<file path="src/rtl/kernel_buffer_loader.sv">
// rtl/kernel_buffer_loader.sv - write-side sequencer filling kernel buffer banks row by row
// Optional abort input enabled by KERNEL_BUFFER_LOADER_ABORT_EN.
module kernel_buffer_loader #(
  parameter int depth = 2,
  parameter int A     = 7,
  parameter int W     = 16
) (
  input  logic                 CLK,
  input  logic                 RST,
  input  logic                 start,
  input  logic [A-1:0]         baseAddress,
  input  logic [A:0]           rowCount,
  input  logic [W-1:0]         inData,
  input  logic                 inValid,
`ifdef KERNEL_BUFFER_LOADER_ABORT_EN
  input  logic                 abort,
`endif
  output logic                 inReady,
  output logic [A-1:0]         address,
  output logic [W+depth+1:0]   ioInputs,
  output logic                 busy,
  output logic                 done
);

  typedef enum logic [1:0] {S_IDLE, S_LOAD, S_DONE} state_t;

  state_t           r_state;
  state_t           w_next;
  logic [A-1:0]     r_base;
  logic [A:0]       r_rows;
  logic [A:0]       r_row;
  logic [depth-1:0] r_bank;
  logic             r_sel;
  logic             r_wr;
  logic [depth-1:0] r_bank_sel;
  logic [W-1:0]     r_data;
  logic [A-1:0]     r_address;
  logic             r_busy;
  logic             r_done;
  logic             w_abort;
  logic             w_accept;
  logic             w_last_bank;
  logic             w_last_word;

`ifdef KERNEL_BUFFER_LOADER_ABORT_EN
  assign w_abort = abort & (r_state == S_LOAD);
`else
  assign w_abort = 1'b0;
`endif

  assign inReady     = (r_state == S_LOAD);
  // A word offered in the abort cycle is dropped rather than written.
  assign w_accept    = inReady & inValid & ~w_abort;
  assign w_last_bank = &r_bank;
  assign w_last_word = w_last_bank && (r_row == (r_rows - (A+1)'(1)));

  always_comb begin
    w_next = r_state;
    case (r_state)
      S_IDLE: begin
        if (start) w_next = (rowCount == '0) ? S_DONE : S_LOAD;
      end
      S_LOAD: begin
        if (w_abort)                     w_next = S_IDLE;
        else if (w_accept && w_last_word) w_next = S_DONE;
      end
      S_DONE:  w_next = S_IDLE;
      default: w_next = S_IDLE;
    endcase
  end

  always_ff @(posedge CLK) begin
    if (RST) r_state <= S_IDLE;
    else     r_state <= w_next;
  end

  always_ff @(posedge CLK) begin
    if (RST) begin
      r_base <= '0;
      r_rows <= '0;
      r_row  <= '0;
      r_bank <= '0;
    end else if (r_state == S_IDLE && start) begin
      r_base <= baseAddress;
      r_rows <= rowCount;
      r_row  <= '0;
      r_bank <= '0;
    end else if (w_accept) begin
      r_bank <= r_bank + depth'(1);
      if (w_last_bank) r_row <= r_row + (A+1)'(1);
    end
  end

  // Outputs are registered from the next state so they line up with the state they describe.
  always_ff @(posedge CLK) begin
    if (RST) begin
      r_sel      <= 1'b0;
      r_wr       <= 1'b0;
      r_bank_sel <= '0;
      r_data     <= '0;
      r_address  <= '0;
      r_busy     <= 1'b0;
      r_done     <= 1'b0;
    end else begin
      r_sel  <= (w_next != S_IDLE);
      r_busy <= (w_next != S_IDLE);
      r_done <= (w_next == S_DONE);
      r_wr   <= w_accept;
      if (w_accept) begin
        r_data     <= inData;
        r_bank_sel <= r_bank;
        r_address  <= r_base + r_row[A-1:0];
      end
    end
  end

  assign address  = r_address;
  assign ioInputs = {r_sel, r_wr, r_bank_sel, r_data};
  assign busy     = r_busy;
  assign done     = r_done;

endmodule

</file>
<file path="config.mk">
export PLATFORM = sky130hd
export DESIGN_NAME = kernel_buffer_loader
export DESIGN_NICKNAME = d
export VERILOG_FILES = /design/src/rtl/kernel_buffer_loader.sv
export SDC_FILE = /design/constraint.sdc
export NUM_CORES = 1
export LEC_CHECK = 0
export ABC_CLOCK_PERIOD_IN_PS = 2400
export CELL_PAD_IN_SITES_DETAIL_PLACEMENT = 1
export CELL_PAD_IN_SITES_GLOBAL_PLACEMENT = 1
export CORE_UTILIZATION = 35
export DETAILED_ROUTE_END_ITERATION = 12
export PLACE_DENSITY = 0.84
export SLEW_MARGIN = 20
export SYNTH_ARGS = -nofsm -noshare
export SYNTH_HDL_FRONTEND = slang
export SYNTH_SLANG_ARGS = --single-unit
export TNS_END_PERCENT = 100
</file>
<file path="constraint.sdc">
create_clock -name CLK -period 2.4 [get_ports CLK]
set_input_delay 0.36 -clock CLK [delete_from_list [all_inputs] [get_ports CLK]]
set_output_delay 0.36 -clock CLK [all_outputs]
set_load 0.05 [all_outputs]
</file>
# --- Word level (Yosys, flattened, before mapping) ---
# Index checks and enable logic that the tools add are counted.
# W data, S select, Z words.
op_classes:
  muxes: 4
  n_reduce_logical: 9
  eq_ne: 3
  bitwise_logic: 1
  addsub: 4
op_table:
  columns: ["op", "n"]
  rows:
  - ["$add A8 B1 Y8 const B", 1]
  - ["$eq A8 B8 Y1", 1]
  - ["$logic_not A8 Y1", 1]
  - ["$sub A8 B1 Y8 const B", 1]
  - ["$add A7 B7 Y7", 1]
  - ["$mux W2", 3]
  - ["$pmux W2 S2", 1]
  - ["$logic_and A1 B1 Y1", 3]
  - ["$reduce_and A3 Y1", 1]
  - ["$add A2 B1 Y2 const B", 1]
  - ["$eq A2 B1 Y1 const B", 1]
  - ["$eq A2 B2 Y1 const B", 1]
  - ["$logic_not A2 Y1", 1]
  - ["$reduce_and A2 Y1", 1]
  - ["$reduce_bool A2 Y1", 1]
  - ["$reduce_or A2 Y1", 1]
  - ["$and A1 B1 Y1", 1]
word_totals:
  out_inout_bits: 30
  regBits: 55
  inputBits: 35
  wordCells: 32

# --- Longest topological paths before layout ---
# Gate-level depths: netlist of the first run.
depth:
  depth_word: 7
  depth_mapped: 8
  mapped_depth_nobuf: 8

# --- Least setup slack after synthesis of the first run ---
# OpenSTA, ideal clock, no wires.
synth_timing:
  kind: "register -> register"
  from: "register r_state[0]"
  to: "register r_address[4] (netlist: address[4])"
  arrival_ns: 1.846
  path_buffers: 2
  synth_period_minus_slack_ns: 1.973
  path_stages_with_launch: 7
  setup_time_ns: 0.128
  setup_slack_ns: 0.427
  required_time_ns: 2.272
  path_cell_list: "dfxtp_1 > nor2b_1 > nand2_1 > buf_2 > buf_1 > a21oi_1 > nor2_1"
synth_between:
  elab_chain_cells: 2
synth_lines:
  columns: ["item", "line", "rtl"]
  rows:
  - ["start: declaration", "27", "state_t r_state;"]
  - ["start signal: assignment", "74", "else r_state <= w_next;"]
  - ["$eq A2 B1 Y1", "51", "assign inReady = (r_state == S_LOAD);"]
  - ["named net inReady", "18", "output logic inReady,"]
  - ["$and A1 B1 Y1", "53", "assign w_accept = inReady & inValid & ~w_abort;"]
  - ["end signal: assignment", "112", "r_address <= r_base + r_row[A-1:0];"]
  - ["end: declaration", "37", "logic [A-1:0] r_address;"]
# The timed path passes the listed nets, and every way through them passes these cells.
# A chain may end at the register's enable or synchronous reset.

# --- Worst setup path in the final report of the first run ---
layout_timing:
  from: "register r_state[0]"
  to: "output inReady"
layout_between:
  elab_chain_cells: 1
layout_lines:
  columns: ["item", "line"]
  rows:
  - ["$eq A2 B1 Y1", "51"]
  - ["end: declaration", "18"]
# No other way between the ends.

==> results.txt, run 1 <==
On the critical path the largest part of the delay comes from buffers and inverters. The floorplan step defined a die boundary enclosing 7420 sq um. Along the worst path, the maximum fanout reaches 5. Largest incremental delay on the critical path: 0.85 ns. Pin placement for this block handled 65 I/O pins. STA puts the critical path data arrival time at 1.82 ns. Across every metal layer, demand over resource in global routing totals 18.6%. The clock share of power was 28.3%; the latest clock arrival within the worst-skew pair was 0.31 ns.

For the pin with the worst max-slew slack, the measured transition is 0.534 ns. The clock net sink count was 55. The type of the tightest min-delay check is reg -> reg. In this run switching power makes up 29.1% of total power.

The logs give 10.8 mm for the wire length of the first global-routing pass and 307 for the number of instances in the synthesized netlist. The clock passes through at most 2 buffers. The run gives 0 as the count of antenna-violating nets left after detailed routing. The run gives 0 as the count of inserted antenna diode cells.

The maximum clock skew at final layout was 0.00671 ns. The die is 86.2 um tall. The finished layout holds 466 standard cells, fillers aside.

The most common flop cell mapped by yosys was sky130_fd_sc_hd__dfxtp_1. The post-synth design cell area is 2480 sq um, and the DRC violation total after the first TritonRoute iteration is 106. The sequential-to-total area share from yosys stat was 44.4%. Across the run, the number of max-cap violations was 0. Growth of design area from synthesis to finish: 33.5%. Counting the buffers created by CTS gives 5. For the number of library cell types mapped by synthesis, the log shows 36.

For the post-detailed-placement half-perimeter wirelength, the log shows 5.09 mm. Type of the setup path with the least slack: reg -> out. The power density over the cells came out at 552 nW/um^2. The tools report the initial cell density of the core as 36.3%. For this run, design rule violations remaining after detail routing come to 0. For the number of antenna violations at the first check in global routing, the log shows 0. The number of setup buffers added after CTS is 0, and the final-stage net count is 414. Entering global routing, the biggest net connects 29 pins.

For the via count of the first global-routing pass, the log shows 2253. Walking the worst path, the cells encountered are nor2b_1, clkdlybuf4s50_1. The final hold violation count is 0. From left edge to right edge, the die measures 86.2 um.

The synthesized area per cell is 8.07 sq um. Cell internal power was estimated by the tool at 1.29 mW. The total nets after synthesis was 352. For the total setup violations reported at the end of the flow, the log shows 0. The core footprint was 6830 sq um.

The run gives 2 as the total number of H-tree levels. Including well taps, the total number of placed cells is 458. The detailed-route via count was 2249. The total wire length after detailed routing came out at 6.71 mm. The cell with the biggest individual delay on the critical path was sky130_fd_sc_hd__clkdlybuf4s50_1. The category of the worst setup path launch point is a flip-flop. The setup TNS is 0 ns. The run gives 2.04 ns as the required time at the worst-slack endpoint.

Post-route fraction of the period consumed by the critical path: 90.7%. Port buffering added 64 buffers. The max-slew violation count is 0, and the total of warnings raised by yosys is 0. Hold repair after CTS inserted 0 buffers. The post-detailed-route via-to-cell ratio is 4.83. After clock tree synthesis, the clock-pin slew on the worst setup and hold paths is 0.10 ns.

Of the cells placed in the final design, the portion with a size suffix greater than 1 is 4.32%. The synthesis-stage register bit count was 55; the number of optimization iterations in the first detailed-route pass was 4. The number of flops mapped to enable cells by yosys was 0. Cell at the root of the clock tree: sky130_fd_sc_hd__clkbuf_8. In the synthesized netlist the async set-or-reset flop fraction comes to 0%.

Setup repair after global routing left no endpoint under its margin. The layout has 830 filler cells. The site row count came out at 30.

Sequential cells account for 53.3% of the total power. For this design the static power due to leakage is 1.20 nW. The final critical path time including I/O delays and setup was 2.18 ns; the highest ir drop seen on vdd was 0.202 mV. The logs give 0.43 ns for the slack of the worst reg-to-reg path and 0.459 GHz for the maximum frequency from static timing analysis.

The run finished with clean final reports. The tools report the count of cells resized by post-cts repair as 0. Global routing finished with a remaining overflow of 0.

The headroom to the max-slew limit was 64.3%; the final weighted congestion in routability-driven placement was 0.845. The part of the total power dissipated in combinational logic is 18.4%. The number of buffers and inverters on the critical path is 1, and the power spent charging and discharging nets is 0.531 mW. STA classifies the critical path endpoint as a primary output. TritonCTS built the clock tree.

After detailed routing, the average wire length per cell comes to 14.4 um.
-- final timing paths --
check             startpoint          to  cells past startpoint
setup reg to reg    r_row[1]  address[5]                      6
setup / recovery  r_state[0]     inReady                      2
hold reg to reg   address[2]  address[2]                      2
hold / removal    address[2]  address[2]                      2
-- per-layer routing --
metal	share of wire [%]	global-route usage, %	wire length (um)
met3	3.0	3.46	200
met1	48	23.9	3220
met5	0	0	0
met4	1.9	5.91	129
met2	47	31.4	3170
-- tightest hold or removal path, stage by stage, from the launching register on --
cell,delay [ns]
sky130_fd_sc_hd__dfxtp_1,0.32
sky130_fd_sc_hd__nand2_1,0.05
sky130_fd_sc_hd__a21oi_1,0.05
-- area by class of cell --
class | instances | area [sq um] | share of cell area, %
multi-input combinational | 228 | 1280 | 38.6
inverter | 7 | 26.3 | 0.794
clock buffer | 6 | 72.6 | 2.19
timing repair buffer | 72 | 701 | 21.2
clock inverter | 2 | 12.5 | 0.378
tap | 96 | 120 | 3.63
sequential | 55 | 1100 | 33.3
-- cell usage after synthesis, drive strengths merged, types with 3 or more instances --
cell    instances  area (sq um)
a211oi          3          22.5
a21oi          43           215
buf             8          41.3
clkbuf          9          33.8
dfxtp          55          1100
ha              9           113
inv             7          26.3
nand2          83           312
nand2b          4          25.0
nand3           8          40.0
nand4           3          18.8
nor2           19          71.3
nor3            3          15.0
nor4            3          18.8
o21ai           6          30.0
xnor2           8          70.1
xor2           11          96.3
-- through the flow --
step / utilization (%) / cell area (sq um) / setup slack (ns) / total power, mW / hold slack, ns
2_1_floorplan: - / 2480 / 0.427 / 1.19 / 0.441
6_report: 48.4 / 3310 / 0.223 / 1.83 / 0.461
3_3_place_gp: 47.2 / 3220 / 0.391 / 1.32 / 0.441
3_5_place_dp: 47.2 / 3220 / 0.294 / 1.33 / 0.450
5_1_grt: 48.4 / 3310 / 0.155 / 1.90 / 0.479
4_1_cts: 48.4 / 3310 / 0.212 / 1.85 / 0.466
-- power by group through the flow --
| stage | Combinational (mW) | Sequential, mW | Clock (mW) |
|---|---|---|---|
| final | 0.336 | 0.973 | 0.516 |
| after global routing | 0.364 | 0.978 | 0.562 |
| after CTS | 0.340 | 0.973 | 0.532 |
| after detailed placement | 0.339 | 0.994 | 0 |
| after global placement | 0.330 | 0.991 | 0 |
| after floorplan | 0.149 | 1.04 | 0 |
-- layout by cell type (no fill, tap or decap), drive strengths merged, types with 2 or more instances in the layout --
master         instances
a211oi                 3
a21oi                 43
a311o                  2
a31o                   2
and2                   2
buf                    8
clkbuf                 6
clkdlybuf4s50         64
dfxtp                 55
ha                     9
inv                    7
mux2i                  2
nand2                 83
nand2b                 4
nand3                  8
nand3b                 2
nand4                  3
nand4b                 2
nor2                  19
nor2b                  2
nor3                   3
nor4                   3
o21a                   2
o21ai                  6
xnor2                  8
xor2                  11
-- sequential cells by signal (all words and copies together), names as in the netlist, 2 cells and up --
name,flops
r_data,16
r_row,8
r_rows,8
address,7
r_base,7
r_bank,2
r_bank_sel,2
r_state,2
-- logic make-up after synthesis --
logic type | after synthesis | synth area share [%]
mux | 2 | 0.808
simple gates | 136 | 24.0
xor+xnor | 19 | 6.71
compound gates | 61 | 14.6
buf+inv | 24 | 4.09
fa+ha+maj | 10 | 5.35
flops | 55 | 44.4
No activity file was read; power rests on OpenSTA's default activity.
==> run 2: changes to the inputs <==
- CORE_MARGIN: not set -> 2
- PLACE_DENSITY: 0.84 -> 0.85
==> run 2 against run 1 <==
Effect of this change:
- combinational power hardly changed
- non-clock buffer count is 2 lower
- critical path depth stayed put
- clock skew is 0.0033 ns lower
- setup slack better by 0.0014 ns
- largest power group unchanged
- via count is 1.5% higher
- final area is 0.72% lower
- critical path type unchanged
- register-to-register slack worse by 0.05 ns
- maximum frequency hardly changed
- power is 1.5% lower
- count of clock-buffer cells in the layout is 1 lower
==> results.txt, run 2 (synthesis results as in run 1) <==
In this design, the largest share of critical-path delay is due to buffers and inverters. The wire length of the first global-routing pass was 11.0 mm (+1.9%). The final hold violation count is 0 (unchanged). The cell with the biggest individual delay on the critical path is sky130_fd_sc_hd__clkdlybuf4s50_1. The slew at the pin closest to its max-slew limit works out to 0.524 ns (-0.00907 ns).

The overall global routing resource usage came out at 18.2% (-0.35 points). The total setup violations reported at the end of the flow is 0 (unchanged), and the maximum number of pins on one net before global-route repair is 29 (unchanged). The number of violations of the max-capacitance limit is 0 (unchanged), and the minimum setup slack after placement is 0.302 ns (+0.00796 ns). The post-detailed-route via-to-cell ratio is 4.94 (+2.4%). The tools report the cell at the root of the clock tree as sky130_fd_sc_hd__clkbuf_8. DRC violation total after the first TritonRoute iteration: 108 (+1.9%). Area of the die: 7770 sq um (+4.7%). The number of remaining DRC errors came out at 0 (unchanged).

Traced cell by cell, the critical path runs through nor2b_1, clkdlybuf4s50_1. The worst setup path is of the reg -> out kind. The leakage power figure is 1.19 nW (-1.2%), and the count of inserted antenna diode cells is 0 (unchanged). The power spent charging and discharging nets is 0.517 mW (-2.6%). The arrival time at the worst endpoint is 1.82 ns (about the same).

The top cell types in the final layout, fill and taps aside, are sky130_fd_sc_hd__nand2_1 (83), sky130_fd_sc_hd__clkdlybuf4s50_1 (64), sky130_fd_sc_hd__dfxtp_1 (55). Share of total power consumed by net switching: 28.7% (-0.35 points). The post-route fraction of the period consumed by the critical path came out at 90.6% (about the same).

For the setup TNS, the log shows 0 ns (unchanged). Die extent in y: 88.2 um (+2.3%). The category of the worst setup path launch point is a flip-flop. Top register by number of flip-flops: r_data. The number of buffers and inverters on the critical path is 1 (unchanged), and the maximum frequency from static timing analysis is 0.460 GHz (about the same).

Instance area after placement: 3210 sq um (-0.47%). The run finished with clean final reports. The worst slack on hold paths was 0.457 ns (-0.00412 ns); the number of antenna violations at the first check in global routing was 0 (unchanged). Relative to the synthesized area, the layout overhead comes to 32.6%. For the hold buffer count at cts, the log shows 0 (unchanged). The logs give 2283 (+1.5%) for the detailed-route via count and 0.169 mV (-16%) for the highest ir drop seen on vdd. TritonCTS built the clock tree. The count of fill cells added during filler insertion was 839 (+1.1%). The tools report the slack of the worst reg-to-reg path as 0.38 ns (-0.05 ns). Type of the tightest min-delay check: reg -> reg. Setup repair after global routing left no endpoint under its margin. The run gives 5.06 mm (-0.48%) as the post-detailed-placement half-perimeter wirelength. Clock net sink count: 55 (unchanged). The maximum clock skew at final layout is 0.00342 ns (-0.00330 ns), and the number of port buffers is 64 (unchanged). The largest fanout on the critical path was 5 (unchanged); the total number of H-tree levels was 2 (unchanged). The number of buffers created by CTS is 5 (unchanged). Count of antenna-violating nets left after detailed routing: 0 (unchanged). The clock-pin slew on the worst setup and hold paths came out at 0.09 ns (about the same).

The latest clock arrival within the worst-skew pair came out at 0.31 ns (about the same). For the boundary pin count, the log shows 65 (unchanged). The tools report the headroom to the max-slew limit as 64.9% (+0.61 points). The run gives 0.225 ns (+0.00140 ns) as the worst path setup slack after routing. The site row count came out at 30 (unchanged). The run gives 2321 (+3.0%) as the via count of the first global-routing pass.

The power density over the cells is 548 nW/um^2 (-0.74%). For the part of the total power dissipated in combinational logic, the log shows 18.7% (+0.3 points). The final-stage net count came out at 412 (-0.48%). The portion of total power attributed to sequential cells is 54.1% (+0.8 points). The tools report the number of optimization iterations in the first detailed-route pass as 4 (unchanged).

The logs give 27.3% (-1.0 points) for the clock share of power and 6.77 mm (+0.86%) for the total wire length after detailed routing. Final weighted congestion in routability-driven placement: 0.801 (-5.2%). The run gives 0 (unchanged) as the total overflow reported by the global router. The largest registers in the layout are r_data: 16 flops, r_row: 8 flops, r_rows: 8 flops.

The largest incremental delay on the critical path works out to 0.85 ns (about the same). The fraction of final layout cells with drive strength greater than 1 is 3.55% (-0.77 points), and the required time at the worst-slack endpoint is 2.04 ns (about the same). The core footprint was 6830 sq um (unchanged); the final critical path time including I/O delays and setup was 2.18 ns (-0.00140 ns). The worst setup path is captured at a primary output. The max-slew violation count was 0 (unchanged). Most common library cell in the layout ignoring fill and taps: sky130_fd_sc_hd__nand2_1. The number of buffers between clock root and the deepest sink came out at 2 (unchanged). The tools report the number of setup buffers added after CTS as 0 (unchanged). The internal power contribution came out at 1.28 mW (-0.97%). The average detailed-routed wire length per instance works out to 14.7 um (+1.7%). The number of flip-flops in the largest register came out at 16 (unchanged).

The logs give 36.3% (unchanged) for the initial cell density of the core and 1.80 mW (-1.5%) for the overall power after layout. The count of cells resized by post-cts repair is 0 (unchanged), and the die width is 88.2 um (+2.3%). The tools report the area of all placed cells without fillers as 3290 sq um (-0.72%).
## run 2: cell types whose count changed in the layout (fill, tap and decap cells not counted)
cell                       delta
sky130_fd_sc_hd__buf_4        -2
sky130_fd_sc_hd__clkinv_2     -1
sky130_fd_sc_hd__clkbuf_1     -1
## run 2: final timing paths
check              from         end  cells after the start
min reg2reg  r_data[15]  r_data[15]                      2
max          r_state[0]     inReady                      2
max reg2reg    r_row[0]  address[6]                      8
min          r_data[15]  r_data[15]                      2
## run 2: metal layers
metal | GRT usage [%] | part of all wire [%] | wire length (um) | up-vias
li1 | - | - | - | 1141
met1 | 23.4 | 46 | 3130 | 1089
met2 | 30.4 | 49 | 3310 | 42
met3 | 3.77 | 3.0 | 204 | 11
met4 | 6.47 | 1.8 | 123 | 0
met5 | 0 | 0 | 0 | -
## run 2: stage by stage
step                util, %  std cells
floorplan                 -        307
global placement       47.0        456
detailed placement     47.0        456
CTS                    48.1        462
global route           48.1        462
finish                 48.1        462
## run 2: layout make-up
type	instances	area [sq um]	area share (%)
clock inverters	1	7.51	0.228
multi-input cells	228	1280	38.8
inverters	7	26.3	0.800
repair buffers	70	686	20.9
well taps	96	120	3.66
clock buffers	5	68.8	2.09
flip-flops and latches	55	1100	33.5
## run 2: power groups by stage
stage | registers [mW] | logic (mW) | clock network (mW)
6_report | 0.973 | 0.336 | 0.490
5_1_grt | 0.978 | 0.364 | 0.538
4_1_cts | 0.973 | 0.339 | 0.508
3_5_place_dp | 0.993 | 0.337 | 0
3_3_place_gp | 0.992 | 0.328 | 0
2_1_floorplan | 1.04 | 0.149 | 0
## run 2: worst register-to-register path, delay by kind of cell (launching register included)
kind	cells	cell delay [ns]
DFF	1	0.46
AOI/OAI and AO/OA	3	0.46
adders and majority gates	2	0.61
and+or+nand+nor	2	0.32
buffers and inverters	1	0.05
